==> config.mk <==
export PLATFORM = sky130hd
export DESIGN_NAME = karatsuba_seq_mult_flat
export DESIGN_NICKNAME = d
export VERILOG_FILES = /design/src/rtl/karatsuba_pkg.sv /design/src/rtl/karatsuba_seq_mult_if.sv /design/src/rtl/shared_mul_unit.sv /design/src/rtl/karatsuba_seq_mult.sv /design/src/flat_wrapper.sv
export SDC_FILE = /design/constraint.sdc
export NUM_CORES = 1
export LEC_CHECK = 0
export BUFFER_PORTS_ARGS = -buffer_cell sky130_fd_sc_hd__buf_4
export CAP_MARGIN = 20
export CORE_ASPECT_RATIO = 1.2
export CORE_MARGIN = 10
export CORE_UTILIZATION = 35
export CTS_CLUSTER_DIAMETER = 40
export DETAILED_ROUTE_END_ITERATION = 10
export HOLD_SLACK_MARGIN = 0.1
export PLACE_DENSITY = 0.59
export SYNTH_ARGS = -nofsm -noshare
export SYNTH_HDL_FRONTEND = slang
export SYNTH_SLANG_ARGS = --single-unit
==> constraint.sdc <==
create_clock -name clk -period 25.4 [get_ports clk]
set_clock_uncertainty 0.15 [all_clocks]
set_input_delay 2.54 -clock clk [delete_from_list [all_inputs] [get_ports clk]]
set_output_delay 2.54 -clock clk [all_outputs]
set_load 0.03 [all_outputs]
==> src/rtl/karatsuba_pkg.sv <==
// Shared types and widths for the sequential Karatsuba multiplier.
// Operand split, shared-multiplier widths and FSM state encoding.
package karatsuba_pkg;

    localparam int WIDTH  = 32;
    localparam int SPLIT  = 18;
    localparam int HI_W   = WIDTH - SPLIT;
    localparam int SUM_W  = SPLIT + 1;
    localparam int PROD_W = 2 * SUM_W;
    localparam int RES_W  = 2 * WIDTH;

    typedef enum logic [2:0] {
        S_IDLE,
        S_P_LO,
        S_P_HI,
        S_P_MID,
        S_FIN,
        S_DONE
    } state_e;

endpackage

==> src/rtl/karatsuba_seq_mult_if.sv <==
// Operand/result handshake bundle for karatsuba_seq_mult.
// master: producer/consumer side; slave: the multiplier.
interface karatsuba_seq_mult_if;
    import karatsuba_pkg::*;

    logic             in_valid;
    logic             in_ready;
    logic [WIDTH-1:0] in1;
    logic [WIDTH-1:0] in2;
    logic             out_valid;
    logic             out_ready;
    logic [RES_W-1:0] product;
    logic             busy;

    modport master (
        output in_valid, in1, in2, out_ready,
        input  in_ready, out_valid, product, busy
    );

    modport slave (
        input  in_valid, in1, in2, out_ready,
        output in_ready, out_valid, product, busy
    );

endinterface

==> src/rtl/shared_mul_unit.sv <==
// Unsigned SUM_W x SUM_W multiplier with a registered product.
// Ports: clk, rst_n, op_a/op_b (SUM_W), prod (PROD_W, one cycle later).
module shared_mul_unit
    import karatsuba_pkg::*;
(
    input  logic              clk,
    input  logic              rst_n,
    input  logic [SUM_W-1:0]  op_a,
    input  logic [SUM_W-1:0]  op_b,
    output logic [PROD_W-1:0] prod
);

    logic [PROD_W-1:0] prod_d;
    logic [PROD_W-1:0] prod_q;

    always_comb begin
        prod_d = PROD_W'(op_a) * PROD_W'(op_b);
    end

    always_ff @(posedge clk or negedge rst_n) begin
        if (!rst_n) begin
            prod_q <= '0;
        end else begin
            prod_q <= prod_d;
        end
    end

    assign prod = prod_q;

endmodule

==> src/rtl/karatsuba_seq_mult.sv <==
// 32x32 unsigned multiplier sharing one 19x19 unit over three cycles.
// Ports: clk, rst_n, bus (slave: in handshake, out handshake, busy).
module karatsuba_seq_mult
    import karatsuba_pkg::*;
(
    input  logic                 clk,
    input  logic                 rst_n,
    karatsuba_seq_mult_if.slave  bus
);

    state_e state_q, state_d;

    logic [WIDTH-1:0]    a_q, a_d;
    logic [WIDTH-1:0]    b_q, b_d;
    logic [2*SPLIT-1:0]  p_lo_q, p_lo_d;
    logic [2*HI_W-1:0]   p_hi_q, p_hi_d;
    logic [RES_W-1:0]    res_q, res_d;
    logic                rdy_q;

    logic [SUM_W-1:0]    mul_a;
    logic [SUM_W-1:0]    mul_b;
    logic [PROD_W-1:0]   mul_p;
    logic [PROD_W-1:0]   mid;

    // Operand mux: the product selected in state S appears on mul_p
    // during the following state, where it is captured.
    always_comb begin
        mul_a = '0;
        mul_b = '0;
        unique case (state_q)
            S_P_LO: begin
                mul_a = SUM_W'(a_q[SPLIT-1:0]);
                mul_b = SUM_W'(b_q[SPLIT-1:0]);
            end
            S_P_HI: begin
                mul_a = SUM_W'(a_q[WIDTH-1:SPLIT]);
                mul_b = SUM_W'(b_q[WIDTH-1:SPLIT]);
            end
            S_P_MID: begin
                mul_a = SUM_W'(a_q[SPLIT-1:0])
                      + SUM_W'(a_q[WIDTH-1:SPLIT]);
                mul_b = SUM_W'(b_q[SPLIT-1:0])
                      + SUM_W'(b_q[WIDTH-1:SPLIT]);
            end
            default: begin
                mul_a = '0;
                mul_b = '0;
            end
        endcase
    end

    shared_mul_unit u_mul (
        .clk   (clk),
        .rst_n (rst_n),
        .op_a  (mul_a),
        .op_b  (mul_b),
        .prod  (mul_p)
    );

    // In FIN the multiplier's output register holds p_sum.
    always_comb begin
        mid = mul_p - PROD_W'(p_hi_q) - PROD_W'(p_lo_q);
    end

    always_comb begin
        state_d = state_q;
        a_d     = a_q;
        b_d     = b_q;
        p_lo_d  = p_lo_q;
        p_hi_d  = p_hi_q;
        res_d   = res_q;
        unique case (state_q)
            S_IDLE: begin
                if (bus.in_valid && rdy_q) begin
                    a_d     = bus.in1;
                    b_d     = bus.in2;
                    state_d = S_P_LO;
                end
            end
            S_P_LO: begin
                state_d = S_P_HI;
            end
            S_P_HI: begin
                p_lo_d  = mul_p[2*SPLIT-1:0];
                state_d = S_P_MID;
            end
            S_P_MID: begin
                p_hi_d  = mul_p[2*HI_W-1:0];
                state_d = S_FIN;
            end
            S_FIN: begin
                res_d = (RES_W'(p_hi_q) << (2 * SPLIT))
                      + (RES_W'(mid) << SPLIT)
                      + RES_W'(p_lo_q);
                state_d = S_DONE;
            end
            S_DONE: begin
                if (bus.out_ready) begin
                    state_d = S_IDLE;
                end
            end
            default: begin
                state_d = S_IDLE;
            end
        endcase
    end

    always_ff @(posedge clk or negedge rst_n) begin
        if (!rst_n) begin
            state_q <= S_IDLE;
            a_q     <= '0;
            b_q     <= '0;
            p_lo_q  <= '0;
            p_hi_q  <= '0;
            res_q   <= '0;
            rdy_q   <= 1'b0;
        end else begin
            state_q <= state_d;
            a_q     <= a_d;
            b_q     <= b_d;
            p_lo_q  <= p_lo_d;
            p_hi_q  <= p_hi_d;
            res_q   <= res_d;
            rdy_q   <= 1'b1;
        end
    end

    // rdy_q keeps in_ready low until the first clock after reset release.
    assign bus.in_ready  = (state_q == S_IDLE) && rdy_q;
    assign bus.out_valid = (state_q == S_DONE);
    assign bus.busy      = (state_q != S_IDLE);
    assign bus.product   = res_q;

endmodule

==> src/flat_wrapper.sv <==
// flat-port wrapper written by rule: the top's interface ports become plain ports
module karatsuba_seq_mult_flat import karatsuba_pkg::*;
  (clk, rst_n, bus_in_valid, bus_in1, bus_in2, bus_out_ready, bus_in_ready, bus_out_valid, bus_product, bus_busy);
  karatsuba_seq_mult_if bus_i ();
  input  logic clk;
  input  logic rst_n;
  input wire logic [$bits(bus_i.in_valid)-1:0] bus_in_valid;
  input wire logic [$bits(bus_i.in1)-1:0] bus_in1;
  input wire logic [$bits(bus_i.in2)-1:0] bus_in2;
  input wire logic [$bits(bus_i.out_ready)-1:0] bus_out_ready;
  output wire logic [$bits(bus_i.in_ready)-1:0] bus_in_ready;
  output wire logic [$bits(bus_i.out_valid)-1:0] bus_out_valid;
  output wire logic [$bits(bus_i.product)-1:0] bus_product;
  output wire logic [$bits(bus_i.busy)-1:0] bus_busy;
  assign bus_i.in_valid = bus_in_valid;
  assign bus_i.in1 = bus_in1;
  assign bus_i.in2 = bus_in2;
  assign bus_i.out_ready = bus_out_ready;
  assign bus_in_ready = bus_i.in_ready;
  assign bus_out_valid = bus_i.out_valid;
  assign bus_product = bus_i.product;
  assign bus_busy = bus_i.busy;
  karatsuba_seq_mult u_core (.clk(clk), .rst_n(rst_n), .bus(bus_i));
endmodule
# Word level (Yosys, flattened, before mapping)
# Index checks and enable logic that the tools add are counted.
[totals] output_inout_bits=67 in_bits=68 reg_bits=234
[op_classes] multipliers=1 n_eq_ne=7 add_sub_neg=6 muxes=5 reduce_logical=6
[ops] operator="one-hot mux 19 bit (3 select lines)" count=2
[ops] operator="adder 64 x 36 -> 64 bit" count=1
[ops] operator="adder 64 x 56 -> 64 bit" count=1
[ops] operator="adder 18 x 14 -> 19 bit" count=2
[ops] operator="multiplier 19 x 19 -> 38 bit" count=1
[ops] operator="subtractor 38 x 28 -> 38 bit" count=1
[ops] operator="subtractor 38 x 36 -> 38 bit" count=1
[ops] operator="one-hot mux 3 bit (6 select lines)" count=1
[ops] operator="== test 3 x 2 -> 1 bit, second input constant" count=2
[ops] operator="== test 3 bit, second input constant" count=2
[ops] operator="two-way mux 3 bit" count=2
[ops] operator="AND reduction 2 bit" count=2
[ops] operator="== test 3 x 1 -> 1 bit, second input constant" count=1
[ops] operator="logical NOT 3 bit" count=1
[ops] operator="nonzero test 3 bit" count=1
[ops] operator="logical AND 1 bit" count=2
[ops] operator="inequality test 2 x 1 -> 1 bit, second input constant" count=1
[ops] operator="inequality test 2 bit, second input constant" count=1

# Logic depth before layout (Yosys ltp)
# Gate-level depths: netlist of run 1.
[depth] word_depth=4 mapped_depth=35 depth_no_buf=34

# Cells and area by module
# Synthesis of run 1 repeated with hierarchy kept, for this count alone.
[unflattened] hier_cells=2986 hier_area_um2=27246.1
[modules_own_cells] mod="karatsuba_seq_mult" n_inst=1 area_per_inst_um2=14282.4 cells_each=1556
[modules_own_cells] mod="shared_mul_unit" n_inst=1 area_per_inst_um2=12963.7 cells_each=1430

# Worst setup path after synthesis of run 1
# OpenSTA, ideal clock, no wires.
[synth_path] path_kind="flip-flop to flip-flop" from="register u_core.a_q[0]" to="register u_core.u_mul.prod_q[37] (netlist: u_core.u_mul.prod[37])" period_less_slack_ps=8095 stages_incl_launch_ff=34 t_required_ps=25123 path_slack_ps=17305 t_arrival_ps=7818 path_cell_list="dfrtp_1 > ha_1 > fa_1 > a211oi_1 > o21ai_1 > a21oi_1 > o21ai_1 > o221ai_1 > a21oi_1 > xnor2_1 > nor2_1 > buf_2 > nand2_1 > fa_1 > inv_1 > fa_1 > inv_1 > fa_1 > inv_1 > fa_1 > inv_1 > fa_1 > inv_1 > fa_1 > ha_1 > and3_1 > nand3_1 > or3_1 > nor4_1 > a211oi_1 > a21o_1 > o21ai_1 > a41oi_1 > xnor2_1"
[synth_between] elab_chain_len=3
[synth_rtl] element="from (decl)" line_no="karatsuba_seq_mult.sv:13" text="logic [WIDTH-1:0] a_q, a_d;"
[synth_rtl] element="from (signal assigned)" line_no="karatsuba_seq_mult.sv:111" text="a_q <= '0;"
[synth_rtl] element="from (signal assigned)" line_no="karatsuba_seq_mult.sv:119" text="a_q <= a_d;"
[synth_rtl] element="adder 18 x 14 -> 19 bit" line_no="karatsuba_seq_mult.sv:41" text="+ SUM_W'(a_q[WIDTH-1:SPLIT]);"
[synth_rtl] element="one-hot mux 19 bit (3 select lines) (*)" line_no="karatsuba_seq_mult.sv:30" text="unique case (state_q)"
[synth_rtl] element="multiplier 19 x 19 -> 38 bit (*)" line_no="shared_mul_unit.sv:17" text="prod_d = PROD_W'(op_a) * PROD_W'(op_b);"
[synth_rtl] element="net u_core.u_mul.prod_d[37]" line_no="shared_mul_unit.sv:13" text="logic [PROD_W-1:0] prod_d;"
[synth_rtl] element="to (signal assigned)" line_no="shared_mul_unit.sv:24" text="prod_q <= prod_d;"
[synth_rtl] element="to (decl)" line_no="shared_mul_unit.sv:14" text="logic [PROD_W-1:0] prod_q;"
# The timed path passes the listed nets; every way through them passes the cells marked *.
# A chain may end at the register's enable or synchronous reset.

# Worst setup path after layout of run 1
# Ends and elaborated chain as after synthesis.

==> results of run 1 <==
-- kinds of logic (layout without fill, tap and decap cells) --
family,Yosys count,after routing,share of synthesized area
buf+inv,582,719,0.0815
other cells,1,1,0.000139
simple gates,902,902,0.149
compound gates,568,568,0.129
mux,92,92,0.0381
fa+ha+maj,555,555,0.345
xor+xnor,126,126,0.0408
flops,234,234,0.217
-- registers in the layout, summed over array words and instances (netlist names) --
signal,cells
u_core.rdy_q,1
u_core.p_lo_q,36
u_core.b_q,32
u_core.state_q,3
u_core.p_hi_q,28
u_core.a_q,32
u_core.bus.product,64
u_core.u_mul.prod,38
-- placed cells by master, fill, tap and decap left out, types with 19 or more instances in the layout --
cell       count
nand2b_1      33
nand4_1       24
mux2_2        84
a21oi_1      145
a21o_1        66
nor2b_1       19
and2_1        53
fa_1         319
nor3_1        41
nand3_1       41
nor2_1       182
inv_1        471
nand2_1      444
o21ai_0      188
buf_4        166
xnor2_1       87
a211oi_1      19
dfrtp_1      234
xor2_1        39
clkbuf_16     44
ha_1         236
-- layout make-up --
cell class | count | area share
multi-input cells | 2244 | 0.619
inverters | 472 | 0.0576
well taps | 1017 | 0.0414
repair buffers | 168 | 0.0419
clock inverters | 29 | 0.0115
flip-flops and latches | 234 | 0.190
clock buffers | 50 | 0.0379
-- worst max-delay path: cells and delay by family (launching register included) --
family,cells,cell delay [ns]
adders and majority gates,9,4.03
AOI/OAI and AO/OA,11,2.83
and+or+nand+nor,5,1.02
buffers and inverters,4,0.22
xor gates and xnor gates,2,0.29
DFF,1,0.39
-- worst max-delay path by stage --
stage                  startpoint               endpoint  slack (ns)
floorplan           u_core.a_q[0]  u_core.u_mul.prod[37]       17.31
global placement    u_core.a_q[0]  u_core.u_mul.prod[36]       16.46
detailed placement  u_core.a_q[0]  u_core.u_mul.prod[36]       16.31
CTS                 u_core.a_q[0]  u_core.u_mul.prod[36]       16.27
global route        u_core.a_q[0]  u_core.u_mul.prod[37]       15.74
finish              u_core.a_q[0]  u_core.u_mul.prod[37]       16.31
-- metrics by stage --
stage / utilization / setup WS, ns
2_1_floorplan: - / 17.31
3_3_place_gp: 0.381 / 16.46
5_1_grt: 0.402 / 15.74
4_1_cts: 0.401 / 16.27
6_report: 0.402 / 16.31
3_5_place_dp: 0.381 / 16.31
-- metal layers --
layer	routed length, µm	up-vias	GRT usage
met5	0	-	0
li1	-	10183	-
met4	3760	0	0.0816
met2	39300	564	0.314
met1	31400	10618	0.208
met3	3710	183	0.0251
==> metrics.csv, run 1 <==
metric;value;unit
synth_area;0.0270;mm²
grt_pass1_vias;22652;
cp-end-kind;register;
worst_slew_pin_slew;1.16;ns
path_max_fanout;7;
fin_area;0.0307;mm²
row_count;111;
io_pins;135;
r2r-end;u_core.u_mul.prod[37];
start_util;0.353;
ff2ff_path_depth;31;
avgSynthCellArea;8.84;µm²
antenna_found_initial;0;
hp-class;reg2reg;
critPathLaunchType;register;
ant_nets;0;
io_buffers;134;
chipWidth;274;µm
synth_warnings;0;
crit_type;reg2reg;
n_antenna_cell;0;
outcome;finished, final reports clean;
fin_crit_sh;0.358;
path_clk_slew;0.05;ns
max-cap-violations;0;
drt-initial-drc-count;1325;
ys_seq_area_frac;0.217;
synth_ff_type;dfrtp_1;
tns;0;ns
slowest_stage;a21oi_1;
drive_gt1_frac;0.115;
syn_inst;3060;
period_minus_slack;9.09;ns
dr.pass1.iters;5;
multi_input_area;0.0190;mm²
holdPathEnd;u_core.bus.product[40];
cts_max_path_buffers;3;
maxSlewViolCount;0;
dp_hpwl;63500;µm
relSlewSlack;0.224;
cts_tree;built;
nFillCells;7668;
crit_top_cell;fa_1;
yosysUniqueCellTypes;77;
root_buffer;clkbuf_16;
synthTopCellsByCount;inv_1, nand2_1, fa_1;
placed_cells;4133;
setup_viol;0;
nNetsFinal;3787;
synth_async_sr_flop_share;1.00;
die_h;324;µm
worstSkewPairLatency;0.58;ns
post-cts-setup-buffers;0;
cts_resized;0;
rsz0062_at_grt;false;
synth_largest_area_cell;fa_1;
syn_to_final_growth;13.7;%
vias;21548;
synth_fp_nets;3683;
core_area;0.0765;mm²
grt_pass1_wl;125000;µm
cp_data_arrival_time;9.40;ns
grt.total_usage;0.177;
synth.most_common_cell;inv_1;
drt-total-wl;78200;µm
ys_top_cells_by_area;fa_1, dfrtp_1, ha_1;
holdPathStages;2;
drt-vias-per-instance;5.11;
grt_start_max_net_pins;96;
routabilityCongestion;0.911;
synth-edff-count;0;
wire_per_inst;18.6;µm
grt-ovfl-total;0;
max_stage_delay;0.84;ns
synth_top_area_share;0.236;
finalNonFillerCells;4214;
r2r_setup_slack;16.31;ns
die-area;0.0888;mm²
clock_sinks;234;
finalHoldViolations;0;
holdWs;0.323;ns
r2r-start;u_core.a_q[0];
remaining_drc_errors;0;
regArea;0.00586;mm²
placed_cell_area;0.0292;mm²
synth_seq_cells;234;
required;25.71;ns
max_freq;110;MHz
h-tree-depth;2;
cts_hold_buf;0;
holdCritStartpoint;u_core.bus.product[40];
numCtsBuffers;44;
Power of run 1 is left out: the tool's default activity adds up to more than one toggle a clock period on the data nets, which glitch-free logic cannot reach.
==> run 2, diff against run 1 <==
==> constraint.sdc (replaced) <==
create_clock -name clk -period 8.6 [get_ports clk]
set_clock_uncertainty 0.15 [all_clocks]
set_input_delay 0.86 -clock clk [delete_from_list [all_inputs] [get_ports clk]]
set_output_delay 0.86 -clock clk [all_outputs]
set_load 0.03 [all_outputs]
==> metrics.csv, run 2 (synthesis results as in run 1) <==
metric;value;unit
dp_hpwl;65700;µm
cts_tree;built;
drt-total-wl;80300;µm
cts_max_path_buffers;3;
largest_reg_flops;64;
wire_per_inst;18.7;µm
grt_start_max_net_pins;163;
cp_num_buf_inv;4;
max_freq;121;MHz
grt-ovfl-total;0;
fin_area;0.0316;mm²
setup_ws;0.315;ns
cp_top_family;adder cells;
vias;21732;
crit_type;reg2reg;
slowest_stage;fa_1;
period_minus_slack;8.29;ns
placed_cell_area;0.0297;mm²
clock_sinks;234;
root_buffer;clkbuf_16;
worst_slew_pin_slew;0.998;ns
path_max_fanout;5;
startpoint;u_core.b_q[18];
drive_gt1_frac;0.143;
die-area;0.0888;mm²
final_util;0.413;
chipWidth;274;µm
max_stage_delay;0.57;ns
final_common_cell;inv_1;
die_h;324;µm
path_clk_slew;0.05;ns
relSlewSlack;0.334;
maxSlewViolCount;0;
cp_data_arrival_time;8.61;ns
outcome;finished, final reports clean;
numCtsBuffers;47;
row_count;111;
crit_top_cell;fa_1;
core_area;0.0765;mm²
hp-class;in2async;
post-place-ws;-0.0208;ns
antenna_found_initial;0;
worstSkewPairLatency;0.60;ns
cp-end-kind;register;
placed_cells;4199;
start_util;0.353;
max-cap-violations;0;
critPathLaunchType;register;
required;8.92;ns
grt_pass1_wl;128000;µm
routabilityCongestion;0.918;
fin_crit_sh;0.963;
dr.pass1.iters;7;
io_buffers;134;
syn_to_final_growth;16.7;%
io_pins;135;
remaining_drc_errors;0;
finalHoldViolations;0;
grt_pass1_vias;22572;
drt-vias-per-instance;5.06;
cts_hold_buf;0;
rsz0062_at_grt;true;
h-tree-depth;2;
layout_common_cells;inv_1, nand2_1, fa_1;
finalNonFillerCells;4292;
setup_viol;0;
ant_nets;0;
nNetsFinal;3859;
drt-initial-drc-count;1276;
grt.total_usage;0.181;
n_antenna_cell;0;
r2r-start;u_core.b_q[18];
[run 2: changes by cell type in the layout (fill, tap and decap cells not counted), sizes merged]
cell	before	now
clkbuf	50	54
clkinvlp	6	7
inv	482	483
clkinv	9	12
buf	168	237
[run 2: area by class of cell]
cell class                 count  area [µm²]
fill                        7698       45000
multi-input combinational   2244       19200
clock inverter                34         433
clock buffer                  54        1230
tap                         1017        1270
inverter                     472        1770
timing repair buffer         237        1820
sequential                   234        5860
[run 2: path summary, 6_finish.rpt]
path                                                to  slack [ns]  depth (start not counted)
worst max-delay path             u_core.u_mul.prod[37]        0.31                         30
worst min-delay path                    u_core.a_q[21]        0.11                          1
worst max register to register   u_core.u_mul.prod[37]        0.31                         30
worst min register to register  u_core.bus.product[40]        0.33                          2
max in group asynchronous        u_core.u_mul.prod[24]        6.86                          2
min in group clk                u_core.bus.product[40]        0.33                          2
[run 2: stage by stage]
stage | hold slack [ns] | TNS [ns]
5_1_grt | 0.129 | -0.0991
6_report | 0.106 | 0
3_5_place_dp | 0.314 | -0.0416
4_1_cts | 0.104 | 0
3_3_place_gp | 0.313 | 0
2_1_floorplan | 0.311 | 0
[run 2: per-layer routing]
layer | vias up | wire, µm | global-route usage
li1 | 10315 | - | -
met1 | 10651 | 32500 | 0.216
met2 | 597 | 40600 | 0.322
met3 | 169 | 3620 | 0.0239
met4 | 0 | 3590 | 0.0759
met5 | - | 0 | 0
[run 2: worst register-to-register path, delay by kind of cell (launching register included)]
family / cells / cell delay [ns]
flip-flops: 1 / 0.37
multiplexers: 1 / 0.34
buffers and inverters: 4 / 0.35
AND/OR/NAND/NOR: 5 / 0.90
adder cells (fa/ha/maj): 9 / 3.98
AO/OA/AOI/OAI: 10 / 1.91
XOR/XNOR: 1 / 0.17
[run 2: what timing repair did]
item                       4_1_cts  5_1_grt
buffers inserted                 0        4
pin swaps                        0        7
setup endpoints to repair        2       18
gates resized for setup          2       35
Power of run 2 is left out for the same reason.
